==> src/rtl/piso_tx_pkg.sv <==
`default_nettype none
// +----------------------------------------------------------------------+
// | piso_tx_pkg : state encoding and width helper shared by piso_tx      |
// | Rev 1.0                                                              |
// +----------------------------------------------------------------------+
package piso_tx_pkg;

  typedef enum logic [0:0] {
    ST_IDLE  = 1'b0,
    ST_SHIFT = 1'b1
  } state_e;

  // Bits needed to hold the values 0..value-1 (minimum 1).
  function automatic int clog2(input int value);
    int r;
    r = 1;
    for (int i = 1; i < 31; i++) begin
      if ((1 << i) < value) r = i + 1;
    end
    return r;
  endfunction

endpackage
`default_nettype wire

==> src/rtl/piso_tx_if.sv <==
`default_nettype none
// +----------------------------------------------------------------------+
// | piso_tx_if : parallel handshake plus serial-side status of piso_tx   |
// | Rev 1.0                                                              |
// +----------------------------------------------------------------------+
interface piso_tx_if #(
  parameter int WIDTH = 8
) ();

  logic             in_valid;
  logic             in_ready;
  logic [WIDTH-1:0] D;
  logic             s_out;
  logic             s_en;
  logic             busy;
  logic             done;

  modport master (
    output in_valid, D,
    input  in_ready, s_out, s_en, busy, done
  );

  modport slave (
    input  in_valid, D,
    output in_ready, s_out, s_en, busy, done
  );

endinterface
`default_nettype wire

==> src/rtl/piso_tx_bitcnt.sv <==
`default_nettype none
// +----------------------------------------------------------------------+
// | piso_tx_bitcnt : loadable down-counter with a zero flag              |
// | Rev 1.0                                                              |
// +----------------------------------------------------------------------+
module piso_tx_bitcnt #(
  parameter int W = 3
) (
  input  wire logic         clk,
  input  wire logic         reset,
  input  wire logic         load,
  input  wire logic         dec,
  input  wire logic [W-1:0] load_val,
  output logic              zero
);

  logic [W-1:0] cnt_q;
  logic [W-1:0] cnt_d;

  always_comb begin
    cnt_d = cnt_q;
    if (load) begin
      cnt_d = load_val;
    end else if (dec) begin
      cnt_d = cnt_q - 1'b1;
    end
  end

  always_ff @(posedge clk or negedge reset) begin
    if (!reset) begin
      cnt_q <= '0;
    end else begin
      cnt_q <= cnt_d;
    end
  end

  assign zero = (cnt_q == '0);

endmodule
`default_nettype wire

==> src/rtl/piso_tx.sv <==
`default_nettype none
// +----------------------------------------------------------------------+
// | piso_tx : parallel-in serial-out transmitter, valid/ready input side |
// | Rev 1.0                                                              |
// +----------------------------------------------------------------------+
module piso_tx
  import piso_tx_pkg::*;
#(
  parameter int WIDTH     = 8,
  parameter bit MSB_FIRST = 1'b1
) (
  input  wire logic clk,
  input  wire logic reset,
  piso_tx_if.slave  bus
);

  localparam int            CW       = clog2(WIDTH);
  localparam logic [CW-1:0] CNT_LOAD = CW'(WIDTH - 1);

  state_e           state_q;
  state_e           state_d;
  logic [WIDTH-1:0] shreg_q;
  logic [WIDTH-1:0] shreg_d;
  logic [WIDTH-1:0] shreg_shifted;
  logic             out_bit;
  logic             cnt_zero;
  logic             cnt_dec;
  logic             shifting;
  logic             done_w;
  logic             ready_w;
  logic             xfer;
  logic             s_out_w;

  generate
    if (MSB_FIRST) begin : g_msb_first
      assign shreg_shifted = {shreg_q[WIDTH-2:0], 1'b0};
      assign out_bit       = shreg_q[WIDTH-1];
    end else begin : g_lsb_first
      assign shreg_shifted = {1'b0, shreg_q[WIDTH-1:1]};
      assign out_bit       = shreg_q[0];
    end
  endgenerate

  piso_tx_bitcnt #(
    .W (CW)
  ) u_bitcnt (
    .clk      (clk),
    .reset    (reset),
    .load     (xfer),
    .dec      (cnt_dec),
    .load_val (CNT_LOAD),
    .zero     (cnt_zero)
  );

  // State register and shift register
  always_ff @(posedge clk or negedge reset) begin
    if (!reset) begin
      state_q <= ST_IDLE;
      shreg_q <= '0;
    end else begin
      state_q <= state_d;
      shreg_q <= shreg_d;
    end
  end

  // A load at the done edge takes priority over the return to idle,
  // which is what makes back-to-back words gapless.
  always_comb begin
    state_d = state_q;
    shreg_d = shreg_q;
    cnt_dec = 1'b0;
    if (xfer) begin
      state_d = ST_SHIFT;
      shreg_d = bus.D;
    end else if (state_q == ST_SHIFT) begin
      if (cnt_zero) begin
        state_d = ST_IDLE;
        shreg_d = '0;
      end else begin
        shreg_d = shreg_shifted;
        cnt_dec = 1'b1;
      end
    end
  end

  always_comb begin
    shifting = (state_q == ST_SHIFT);
    done_w   = shifting && cnt_zero;
    ready_w  = !shifting || done_w;
    s_out_w  = shifting ? out_bit : 1'b0;
  end

  assign xfer = bus.in_valid && ready_w;

  assign bus.in_ready = ready_w;
  assign bus.s_out    = s_out_w;
  assign bus.s_en     = shifting;
  assign bus.busy     = shifting;
  assign bus.done     = done_w;

endmodule
`default_nettype wire

==> src/flat_wrapper.sv <==
// flat-port wrapper written by rule: the top's interface ports become plain ports
module piso_tx_flat import piso_tx_pkg::*;
#(
  parameter int WIDTH     = 8,
  parameter bit MSB_FIRST = 1'b1
)
  (clk, reset, bus_in_valid, bus_D, bus_in_ready, bus_s_out, bus_s_en, bus_busy, bus_done);
  piso_tx_if #(.WIDTH(WIDTH)) bus_i ();
  input  wire logic clk;
  input  wire logic reset;
  input wire logic [$bits(bus_i.in_valid)-1:0] bus_in_valid;
  input wire logic [$bits(bus_i.D)-1:0] bus_D;
  output wire logic [$bits(bus_i.in_ready)-1:0] bus_in_ready;
  output wire logic [$bits(bus_i.s_out)-1:0] bus_s_out;
  output wire logic [$bits(bus_i.s_en)-1:0] bus_s_en;
  output wire logic [$bits(bus_i.busy)-1:0] bus_busy;
  output wire logic [$bits(bus_i.done)-1:0] bus_done;
  assign bus_i.in_valid = bus_in_valid;
  assign bus_i.D = bus_D;
  assign bus_in_ready = bus_i.in_ready;
  assign bus_s_out = bus_i.s_out;
  assign bus_s_en = bus_i.s_en;
  assign bus_busy = bus_i.busy;
  assign bus_done = bus_i.done;
  piso_tx #(.WIDTH(WIDTH), .MSB_FIRST(MSB_FIRST)) u_core (.clk(clk), .reset(reset), .bus(bus_i));
endmodule
==> config.mk <==
export PLATFORM = sky130hd
export DESIGN_NAME = piso_tx_flat
export DESIGN_NICKNAME = d
export VERILOG_FILES = /design/src/rtl/piso_tx_pkg.sv /design/src/rtl/piso_tx_if.sv /design/src/rtl/piso_tx_bitcnt.sv /design/src/rtl/piso_tx.sv /design/src/flat_wrapper.sv
export SDC_FILE = /design/constraint.sdc
export NUM_CORES = 1
export LEC_CHECK = 0
export CAP_MARGIN = 20
export CORE_MARGIN = 3
export CORE_UTILIZATION = 41
export CTS_BUF_LIST = sky130_fd_sc_hd__clkbuf_2 sky130_fd_sc_hd__clkbuf_4 sky130_fd_sc_hd__clkbuf_8
export DETAILED_ROUTE_END_ITERATION = 8
export PLACE_DENSITY_LB_ADDON = 0.2
export SLEW_MARGIN = 20
export SYNTH_ARGS = -nofsm -noshare
export SYNTH_HDL_FRONTEND = slang
export SYNTH_SLANG_ARGS = --single-unit
==> constraint.sdc <==
create_clock -name clk -period 2 [get_ports clk]
set_clock_uncertainty 0.15 [all_clocks]
set_input_delay 0.4 -clock clk [delete_from_list [all_inputs] [get_ports clk]]
set_output_delay 0.4 -clock clk [all_outputs]
set_load 0.005 [all_outputs]
==> results.ini <==
[detailed_routing]
drt_iter0_markers = 12
drcViolationCount = 0
ant_nets = 0
routedWlPerCell_um = 13.8
via_per_inst = 5.33
routed_wl_um = 1290
dr.pass1.iters = 4
via_count = 496

[sta]
tightest_slew_ps = 541
period_needed_ps = 1930
fmax_mhz = 517
relSlewSlack_pct = 63.8
finalHoldViolCount = 0
finalCritPeriodShare_pct = 96.6
drv_slew = 0
setup_violations = 0

[setup_path]
worstPathArrival_ps = 1380
worstPathCellList = inv_1 > ha_2 > ha_4 > and2_2 > clkdlybuf4s15_1
cp_max_fo = 2
critical_path_buf_inv_count = 2
worstSetupPathDepth = 5
rr_worst_depth = 7
crit_family = adder cells
cp-end-kind = output port
slowest_delay_ps = 340
crit_slowest_cell = dfrtp_1
cp.required_ps = 1450
worstSetupStartpointType = flip-flop
crit_type = reg -> out

[logic_synthesis]
ys.flop_type = dfrtp_1
syn_nets = 70
ys_ff_latch = 12
synth_area_per_cell_um2 = 11.0
ys_seq_area_share_pct = 47.7
syn_area_um2 = 629
synth_edf_count = 0
yosysUniqueCellTypes = 18
yosysWarnings = 0
async_flop_share_pct = 100
synthCells = 57

[finish]
syn_to_final_growth_pct = 35.6
n_antenna_cell = 0
drive_gt1_share_pct = 37.2
nets = 92
final_cell_count_no_fill = 93

[clock_tree]
cts-root-buf = clkbuf_4
cts_tree = built
htreeDepth = 1
numCtsBuffers = 3
cts_sinks = 12
worstSkewPairLatency_ps = 270
clk_path_buf_depth = 2
path_clk_slew_ps = 80

[grt]
grt_pass1_vias = 507
antenna_found_initial = 0
grt_remaining_overflow = 0
grt_pass1_wl_um = 2240
grt_use_total_pct = 15.6
grt_start_max_net_pins = 14

[power_and_ir_drop]
power_density_nw_per_um2 = 1410
peakVddDrop_mv = 0.881
fin_total_pwr_uw = 1200
p_leak_uw = 0.000394

[die]
fp.dieW_um = 45.2
row_count = 13
chipHeight_um = 45.2
coreArea_um2 = 1370
dieArea_um2 = 2040
initial_core_util_pct = 46.1
num_io_pins = 16

[run_status]
status = finished clean

[placed_design]
io_buffers = 15
place.gp.congestion = 0.730
place_inst = 87
dp.final_hpwl_um = 875

[flow_run]
maxCapViolCount = 0

[hold_path]
hp-class = in -> async

## final cells by class
class	instances	area, µm²
repair buffers	21	190
well taps	15	18.8
multi-input cells	36	288
fillers	130	513
clock buffers	4	36.3
inverters	5	18.8
flip-flops and latches	12	302
## flip-flops by register name (all words and copies together) (netlist names)
signal,count
u_core.shreg_q,8
u_core.bus.busy,1
u_core.u_bitcnt.cnt_q,3
## metal layers
metal  wire (µm)  share of wire [%]  vias to the layer above  GRT usage (%)
li1            -                  -                      244              -
met1         546                 42                      235           18.8
met2         652                 51                       14           24.6
met3          79                6.1                        3           7.17
met4           8               0.62                        0           5.26
met5           0                  0                        -              0
## synth_stat cells, drive strengths merged (2+ instances only)
library cell | count | area [µm²]
nand2 | 8 | 30.0
o21ai | 4 | 27.5
nand3 | 7 | 70.1
inv | 5 | 18.8
buf | 4 | 37.5
and2 | 2 | 15.0
dfrtp | 12 | 300
a22oi | 7 | 52.6
ha | 2 | 25.0
## final timing paths
| kind | start | to | slack [ps] |
|---|---|---|---|
| worst max-delay path | u_core.u_bitcnt.cnt_q[0] | bus_done | 70 |
| worst max register to register | u_core.u_bitcnt.cnt_q[0] | u_core.bus.busy | 430 |
| worst min register to register | u_core.shreg_q[7] | u_core.shreg_q[7] | 340 |
| max in group asynchronous | reset | u_core.bus.busy | 990 |
| worst min-delay path | reset | u_core.shreg_q[7] | 320 |
| min in group clk | u_core.shreg_q[7] | u_core.shreg_q[7] | 340 |
## placed cells by master (no fill, tap or decap), types with 2 or more instances in the layout
cell type and count:
clkdlybuf4s50_1 13, dfrtp_1 11, nand2_1 8, a22oi_1 7
nand3_2 7, buf_4 6, inv_1 4, clkbuf_4 3
and2_2 2, o21ai_0 2, o21ai_2 2
## through the flow
stage / worst slack [ps] / util [%] / cell area, µm² / hold WS (ps) / TNS [ps]
finish: 67.5 / 62.5 / 853 / 322 / 0
global route: -18.9 / 62.5 / 853 / 348 / -18.9
CTS: 22.2 / 61.3 / 837 / 342 / 0
detailed placement: 31.7 / 57.9 / 791 / 325 / 0
global placement: 66.2 / 57.9 / 791 / 322 / 0
floorplan: 326 / - / 629 / -45.6 / 0
## logic make-up (layout without fill, tap and decap cells)
logic type,Yosys count,count (layout),synth area share [%]
buf+inv,9,30,8.94
fa+ha+maj,2,2,3.98
simple gates,21,21,23.9
compound gates,13,13,15.5
flops,12,12,47.7
## report_power, final
group          total [µW]  internal [µW]  switching [µW]
Sequential            399            343            55.9
Combinational         613            320             293
Clock                 192            111            81.3
Total                1200            774             430
## what timing repair did
item,in CTS,in global routing
pin swaps,1,1
endpoints found under the setup margin,2,3
setup buffers,1,1
resized for setup,5,4
hold buffers,0,0
Note: power is estimated with default switching activity, not from simulation.
